File: src/rtl/lm_sm_sequencer_pkg.sv
// Shared ISA constants, sequencer state encoding and small helpers for the
// LM/SM micro-op sequencer.
package lm_sm_sequencer_pkg;

    localparam logic [3:0] OP_LM = 4'b0110;
    localparam logic [3:0] OP_SM = 4'b0111;

    typedef enum logic {
        ST_IDLE = 1'b0,
        ST_SEQ  = 1'b1
    } state_t;

    function automatic logic [7:0] onehot8(input logic [2:0] idx);
        return 8'b1 << idx;
    endfunction

    function automatic logic is_lm_sm(input logic [15:0] ir);
        return (ir[15:12] == OP_LM) || (ir[15:12] == OP_SM);
    endfunction

endpackage

File: src/rtl/lm_sm_sequencer_pri_enc8.sv
// Lowest-set-bit priority encoder: 8-bit mask -> 3-bit index plus any-set flag.
module lm_sm_sequencer_pri_enc8 (
    input  logic [7:0] mask,
    output logic [2:0] idx,
    output logic       any
);

    always_comb begin
        // NOTE: default every combinationally driven signal first so no path
        // leaves it unassigned; otherwise synthesis infers a latch.
        idx = '0;
        any = 1'b0;
        // Scanning from the top lets the lowest set bit win the last write.
        for (int i = 7; i >= 0; i--) begin
            if (mask[i]) begin
                idx = 3'(i);
                any = 1'b1;
            end
        end
    end

endmodule

File: src/rtl/lm_sm_sequencer.sv
// Fetch-to-decode stage: passes ordinary instructions through one register and
// expands LM/SM into one single-register micro-op per set mask bit.
module lm_sm_sequencer
    import lm_sm_sequencer_pkg::*;
(
    input  logic        clk,
    input  logic        reset,
    input  logic        in_valid,
    input  logic [15:0] in_pc,
    input  logic [15:0] in_ir,
    input  logic        stall_in,
    input  logic        flush,
    output logic        stall_up,
    output logic        out_valid,
    output logic [15:0] out_pc,
    output logic [15:0] out_ir,
    output logic [2:0]  out_reg,
    output logic [2:0]  out_cnt,
    output logic        out_first,
    output logic        out_last
);

    state_t      state;
    logic [7:0]  rem;
    logic [15:0] pc_q;
    logic [7:0]  hi_q;

    logic [7:0]  mask_sel;
    logic [7:0]  bit_sel;
    logic [7:0]  rem_next;
    logic [7:0]  hi_sel;
    logic [15:0] micro_ir;
    logic [2:0]  idx;
    logic        any;

    // One encoder serves both the fresh instruction mask and the remaining mask.
    assign mask_sel = (state == ST_SEQ) ? rem  : in_ir[7:0];
    assign hi_sel   = (state == ST_SEQ) ? hi_q : in_ir[15:8];

    lm_sm_sequencer_pri_enc8 u_pri_enc8 (
        .mask (mask_sel),
        .idx  (idx),
        .any  (any)
    );

    assign bit_sel  = onehot8(idx);
    assign rem_next = mask_sel & ~bit_sel;
    // Bit 8 of a micro-op is always cleared so decode sees a pure one-hot field.
    assign micro_ir = {hi_sel[7:1], 1'b0, bit_sel};

    assign stall_up = stall_in | (state == ST_SEQ);

    always_ff @(posedge clk) begin
        // NOTE: state registers use non-blocking assignments so every register
        // samples pre-edge values regardless of statement order.
        if (reset || flush) begin
            state     <= ST_IDLE;
            rem       <= '0;
            pc_q      <= '0;
            hi_q      <= '0;
            out_valid <= 1'b0;
            out_pc    <= '0;
            out_ir    <= '0;
            out_reg   <= '0;
            out_cnt   <= '0;
            out_first <= 1'b0;
            out_last  <= 1'b0;
        end else if (!stall_in) begin
            case (state)
                ST_IDLE: begin
                    if (in_valid && !is_lm_sm(in_ir)) begin
                        out_valid <= 1'b1;
                        out_pc    <= in_pc;
                        out_ir    <= in_ir;
                        out_reg   <= '0;
                        out_cnt   <= '0;
                        out_first <= 1'b1;
                        out_last  <= 1'b1;
                    end else if (in_valid && any) begin
                        out_valid <= 1'b1;
                        out_pc    <= in_pc;
                        out_ir    <= micro_ir;
                        out_reg   <= idx;
                        out_cnt   <= '0;
                        out_first <= 1'b1;
                        out_last  <= (rem_next == 8'h00);
                        rem       <= rem_next;
                        pc_q      <= in_pc;
                        hi_q      <= in_ir[15:8];
                        if (rem_next != 8'h00) begin
                            state <= ST_SEQ;
                        end
                    end else begin
                        // Nothing valid, or an LM/SM with an empty mask: bubble.
                        out_valid <= 1'b0;
                        out_pc    <= '0;
                        out_ir    <= '0;
                        out_reg   <= '0;
                        out_cnt   <= '0;
                        out_first <= 1'b0;
                        out_last  <= 1'b0;
                    end
                end
                ST_SEQ: begin
                    out_valid <= 1'b1;
                    out_pc    <= pc_q;
                    out_ir    <= micro_ir;
                    out_reg   <= idx;
                    out_cnt   <= out_cnt + 3'd1;
                    out_first <= 1'b0;
                    out_last  <= (rem_next == 8'h00);
                    rem       <= rem_next;
                    if (rem_next == 8'h00) begin
                        state <= ST_IDLE;
                    end
                end
                default: state <= ST_IDLE;
            endcase
        end
    end

endmodule

File: config.mk
export PLATFORM = sky130hd
export DESIGN_NAME = lm_sm_sequencer
export DESIGN_NICKNAME = d
export VERILOG_FILES = /design/src/rtl/lm_sm_sequencer_pkg.sv /design/src/rtl/lm_sm_sequencer_pri_enc8.sv /design/src/rtl/lm_sm_sequencer.sv
export SDC_FILE = /design/constraint.sdc
export NUM_CORES = 1
export LEC_CHECK = 0
export ABC_AREA = 1
export ABC_CLOCK_PERIOD_IN_PS = 1900
export CAP_MARGIN = 15
export CORE_MARGIN = 2
export CORE_UTILIZATION = 49
export CTS_CLUSTER_DIAMETER = 120
export DETAILED_ROUTE_END_ITERATION = 12
export PLACE_DENSITY = 0.86
export REMOVE_ABC_BUFFERS = 1
export SLEW_MARGIN = 0
export SYNTH_ARGS = -nofsm -noshare
export SYNTH_HDL_FRONTEND = slang
export SYNTH_SLANG_ARGS = --single-unit
File: constraint.sdc
create_clock -name clk -period 1.9 [get_ports clk]
set_input_delay 0.285 -clock clk [delete_from_list [all_inputs] [get_ports clk]]
set_output_delay 0.285 -clock clk [all_outputs]
set_load 0.02 [all_outputs]
==> flow_summary.json, run 1 <==
{
  "cp_common_cell": "nand3_2",
  "reg2reg_setup_slack_ns": -0.09,
  "antenna_found_initial": 0,
  "root_buffer": "clkbuf_8",
  "tightest_slew_ns": 0.440,
  "maxCapViolCount": 0,
  "max_stage_delay_ns": 0.34,
  "cts_buffer_depth": 2,
  "path_cells": "buf_12 -> buf_8 -> nand2_4 -> o21ai_4 -> nor2_4 -> buf_6 -> a21boi_4 -> nand3_2 -> nand2_2 -> nand3_2 -> nor2_2 -> nand3b_1 -> a21oi_1",
  "placement.cell_area_sq_um": 4490,
  "drv_slew": 0,
  "rsz0062_at_grt": "true",
  "path_max_fanout": 8,
  "p_leak_uw": 0.00195,
  "wl_met2_microns": 4910,
  "relSlewSlack_pct": 70.6,
  "violations": "setup timing",
  "dpl.hpwl_microns": 7070,
  "place_inst": 640,
  "fin_area_sq_um": 4870,
  "ant_nets": 0,
  "nets": 623,
  "setup_viol_count_final": 9,
  "status": "finished with violations",
  "yosys-top-cells-area": "dfxtp_1 (45%), nand2_1 (15%), nor2_1 (7.1%)",
  "cts_sinks": 73,
  "power_uw": 3430,
  "finalHoldViolCount": 0,
  "vdd_drop_max_mv": 0.531,
  "fin_skew_ns": 0.0115,
  "initial_utilization_pct": 50.8,
  "yosysUniqueCellTypes": 33,
  "critPathKind": "register to register",
  "fillers": 473,
  "start_kind": "register",
  "ys.flop_type": "dfxtp_1",
  "die_w_microns": 85.1,
  "drive_above_1_share_pct": 22.4,
  "synth.top_cell.area_share_pct": 45.3,
  "htree_levels": 3,
  "post-synth-top-count-cell": "nand2_1",
  "finalNonFillerCells": 667,
  "rows": 29,
  "grt_max_degree": 28,
  "place_congestion": 0.898,
  "io-pin-count": 79,
  "drcViolationCount": 0,
  "power_density_nw_per_um2": 705,
  "clock_latency_ns": 0.34,
  "top_layer": "met4",
  "wl_met1_microns": 4280,
  "via_per_inst": 5.40,
  "synth_edf_count": 0,
  "worst_ep_arrival_time_ns": 2.26,
  "grt_overflow_total": 0,
  "holdBufCountCts": 0,
  "cts_buffers": 9,
  "routed-via-count": 3601,
  "port_buffers": 78,
  "crit_path_end_kind": "register",
  "synth_top_area_cell": "dfxtp_1",
  "grt_pass1_wl_microns": 16900,
  "path_clk_slew_ns": 0.08,
  "drtPass1Iterations": 5,
  "met3_wirelength_microns": 784,
  "yosys_warnings": 0,
  "syn_inst": 452,
  "synth_common_cells": "nand2_1 (129), dfxtp_1 (73), nor2_1 (61), o21ai_0 (38), a31oi_1 (26)",
  "syn-cell-area_sq_um": 3230,
  "ys_seq_area_share_pct": 45.3,
  "synthArstFlopShare_pct": 0,
  "worst_path_max_delay_cell": "dfxtp_2",
  "wire_per_inst_microns": 15.4,
  "fp.dieH_microns": 85.1,
  "insertedDiodeCount": 0,
  "reg_top3": "out_ir x16, out_pc x16, pc_q x16",
  "fin_setup_tns_ns": -0.309,
  "dp_slack_ns": -0.332,
  "cts_tree": "built",
  "grt_pass1_vias": 3530,
  "drt_iter0_markers": 217,
  "post-route-min-period_ns": 1.99,
  "fmax_mhz": 504,
  "die_area_sq_um": 7250,
  "drt_wl_total_microns": 10200,
  "setup_slack_ns": -0.0851,
  "synth_seq_cells": 73,
  "hold_class": "register to register",
  "grtUsageTotal_pct": 29.0,
  "synth.avg_cell_area_sq_um": 7.14,
  "area_growth_pct": 50.9,
  "coreArea_sq_um": 6350,
  "period_share_pct": 104,
  "cp_data_required_time_ns": 2.18
}
==> path summary, 6_finish.rpt <==
| check | startpoint | end | cells after the start |
|---|---|---|---|
| worst min register to register | hi_q[7] | hi_q[7] | 2 |
| worst max-delay path | state | out_last | 13 |
| worst min-delay path | hi_q[7] | hi_q[7] | 2 |
| worst max register to register | state | out_last | 13 |
==> layer usage <==
layer	GRT usage (%)	vias to the layer above
met1	36.8	1667
met3	6.61	25
met5	0	-
li1	-	1738
met4	9.24	0
met2	49.0	171
==> cell usage in the layout, fill, tap and decap left out, types with 3 or more instances in the layout <==
cell             instances
nand2_1                121
clkdlybuf4s50_1         77
dfxtp_1                 72
nor2_1                  59
buf_4                   59
o21ai_0                 37
a31oi_1                 26
inv_1                   25
a21oi_1                 22
nand2_2                 17
clkbuf_8                 9
nor2_4                   6
nand3_2                  6
buf_12                   6
inv_2                    4
o21ai_2                  3
o21ai_1                  3
nor2_2                   3
nand3_1                  3
==> cell families (layout without fill, tap and decap cells) <==
logic type                 count (synthesis)  count (layout)  share of synthesized area, %
DFF                                       73              73                          45.3
adders and majority gates                  1               1                         0.388
AOI/OAI and AO/OA                        100             100                          17.8
and+or+nand+nor                          224             224                          29.3
buffers and inverters                     54             192                          7.25
==> report_power, final <==
| group | switching, uW | internal [uW] | leakage, uW | total (uW) |
|---|---|---|---|---|
| combinational | 322 | 296 | 0.00126 | 618 |
| sequential | 22.4 | 1570 | 0.000593 | 1590 |
| clock | 611 | 612 | 0.0000929 | 1220 |
| total | 956 | 2480 | 0.00195 | 3430 |
==> area by class of cell <==
cell class	instances	area, sq um	area share [%]
multi-input combinational	325	1620	33.3
sequential	73	1460	30.0
timing repair buffer	146	1380	28.3
clock buffer	10	128	2.62
inverter	30	115	2.36
tap	77	96.3	1.98
clock inverter	6	67.6	1.39
==> per-stage QoR <==
step / hold slack (ns) / util, %
after global routing: 0.480 / 76.7
final: 0.454 / 76.7
after CTS: 0.456 / 75.8
after floorplan: 0.419 / -
after detailed placement: 0.442 / 70.7
after global placement: 0.427 / 70.7
==> what timing repair did <==
| action | CTS | global route |
|---|---|---|
| pin swaps | 10 | 16 |
| setup endpoints to repair | 16 | 62 |
| setup buffers | 7 | 4 |
| resized for setup | 21 | 9 |
==> worst max-delay path, delay by kind of cell (launching register included) <==
kind / cells / cell delay (ns)
AND/OR/NAND/NOR: 7 / 0.72
AO/OA/AOI/OAI: 3 / 0.47
buffers and inverters: 3 / 0.38
flip-flops: 1 / 0.34
No activity file was read; power rests on OpenSTA's default activity.
==> run 2, diff against run 1 <==
- CORE_UTILIZATION: 49 -> 50
- CTS_BUF_LIST: not set -> sky130_fd_sc_hd__clkbuf_8
- PLACE_DENSITY: 0.86 -> 0.88
==> run 2 against run 1 <==
  * Largest cell class unchanged
  * Critical endpoint unchanged
  * Die area down 1.9%
  * The run still ends with setup timing left
  * Utilization up 3.1 points
  * Sequential power about the same
  * Clock power down 13%
  * Clock-buffer cell count down 1
==> flow_summary.json, run 2 (synthesis gave the netlist of run 1 again) <==
{
  "final_cell_mix": "nand2_1 (108), clkdlybuf4s50_1 (77), dfxtp_1 (72)",
  "grt_pass1_wl_microns": 16500,
  "maxCapViolCount": 0,
  "placement.cell_area_sq_um": 4430,
  "worst_ep_arrival_time_ns": 2.33,
  "path_clk_slew_ns": 0.07,
  "violations": "setup timing",
  "setup_viol_count_final": 12,
  "path_max_fanout": 6,
  "hold_class": "register to register",
  "rows": 29,
  "power_density_nw_per_um2": 665,
  "final_common_cell": "nand2_1",
  "drt_wl_total_microns": 11100,
  "vdd_drop_max_mv": 0.463,
  "hold_end": "hi_q[7]",
  "fin_skew_ns": 0.0135,
  "insertedDiodeCount": 0,
  "cts_sinks": 73,
  "grt_max_degree": 26,
  "p_switching_uw": 977,
  "cts_tree": "built",
  "drive_above_1_share_pct": 26.3,
  "worst_r2r_endpoint": "out_last",
  "fillers": 412,
  "critPathKind": "register to register",
  "reg2reg_setup_slack_ns": -0.15,
  "start_kind": "register",
  "relSlewSlack_pct": 81.2,
  "rsz0062_at_grt": "true",
  "wire_per_inst_microns": 16.4,
  "cp_data_required_time_ns": 2.19,
  "grt_overflow_total": 0,
  "die_w_microns": 84.3,
  "crit_path_end_kind": "register",
  "rr_worst_depth": 12,
  "clock_latency_ns": 0.36,
  "seq_power_share_pct": 47.9,
  "post-route-min-period_ns": 2.05,
  "fmax_mhz": 488,
  "drt_iter0_markers": 330,
  "reg_top3": "out_ir x16, out_pc x16, pc_q x16",
  "place_congestion": 0.998,
  "via_per_inst": 5.57,
  "p_int_uw": 2350,
  "fin_area_sq_um": 5000,
  "multi_input_area_sq_um": 1710,
  "grtUsageTotal_pct": 28.7,
  "worstHoldStart": "hi_q[7]",
  "worstHoldPathCells": 2,
  "drv_slew": 0,
  "die_area_sq_um": 7110,
  "p_leak_uw": 0.00204,
  "grt_pass1_vias": 3504,
  "io-pin-count": 79,
  "root_buffer": "clkbuf_8",
  "cts_buffer_depth": 2,
  "area_growth_pct": 55.2,
  "pwr-share-clk_pct": 31.8,
  "port_buffers": 78,
  "pwr-share-comb_pct": 20.3,
  "cts_buffers": 9,
  "r2r_start": "state",
  "status": "finished with violations",
  "dp_slack_ns": -0.329,
  "routed-via-count": 3761,
  "coreArea_sq_um": 6280,
  "initial_utilization_pct": 51.4,
  "tightest_slew_ns": 0.281,
  "finalHoldViolCount": 0,
  "regArea_sq_um": 1470,
  "dpl.hpwl_microns": 6990,
  "ant_nets": 0,
  "swShare_pct": 29.3,
  "drcViolationCount": 0,
  "fp.dieH_microns": 84.3,
  "antenna_found_initial": 0,
  "setup_slack_ns": -0.148,
  "period_share_pct": 108,
  "nets": 631,
  "drtPass1Iterations": 5,
  "htree_levels": 3
}
## run 2: cell types whose count changed in the layout (fill, tap and decap cells not counted), sizes merged
cell and delta:
buf +7, clkinv +2, bufinv -1
## run 2: stage by stage
| step | utilization, % | hold slack [ns] | setup TNS [ns] | total power [uW] | std cells |
|---|---|---|---|---|---|
| after floorplan | - | 0.419 | -15.41 | 1860 | 428 |
| after global placement | 70.6 | 0.427 | -8.22 | 2170 | 636 |
| after detailed placement | 70.6 | 0.433 | -12.16 | 2180 | 636 |
| after CTS | 75.3 | 0.445 | 0 | 3240 | 663 |
| after global routing | 79.7 | 0.480 | -2.35 | 3430 | 675 |
| final | 79.7 | 0.442 | -0.583 | 3330 | 675 |
## run 2: final cells by class
type	count	area share (%)
multi-input cells	325	34.2
flip-flops and latches	73	29.3
repair buffers	154	29.0
clock buffers	9	2.48
inverters	30	2.30
well taps	77	1.93
clock inverters	7	0.775
## run 2: layer usage
layer / track usage [%] / vias up / part of all wire (%)
met5: 0 / - / 0
met4: 11.0 / 0 / 3.8
li1: - / 1747 / -
met2: 48.4 / 235 / 48
met1: 35.9 / 1733 / 40
met3: 6.00 / 46 / 8.2
## run 2: worst max path at each step
stage | start | end | slack [ns] | cells past startpoint
5_1_grt | state | out_last | -0.21 | 12
6_report | state | out_last | -0.15 | 12
3_3_place_gp | in_ir[3] | out_last | -0.25 | 12
2_1_floorplan | flush | out_cnt[2] | -0.34 | 3
3_5_place_dp | in_ir[3] | out_reg[1] | -0.33 | 14
4_1_cts | state | out_last | 0.002 | 12
## run 2: power groups by stage
stage	sequential [uW]	combinational [uW]	clock (uW)
floorplan	1650	212	0
global placement	1620	542	0
detailed placement	1630	554	0
CTS	1590	591	1050
global route	1600	716	1110
finish	1590	675	1060
## run 2: worst max-delay path, cell delays in order, from the launching register on
cell and delay (ns):
dfxtp_4 0.40, buf_8 0.15, nand2_4 0.07, o21ai_4 0.06
nor2_4 0.13, buf_6 0.11, a21boi_4 0.29, nand3_2 0.13
nand2_2 0.11, nand3_2 0.08, nor2_2 0.14, nand3b_1 0.16
a21oi_2 0.14
## run 2: what timing repair did
action	CTS	global route
gates cloned	0	1
hold buffers	0	0
endpoints found under the hold margin	0	0
pin swaps	8	30
setup buffers	11	11
setup endpoints to repair	37	42
gates resized for setup	15	46
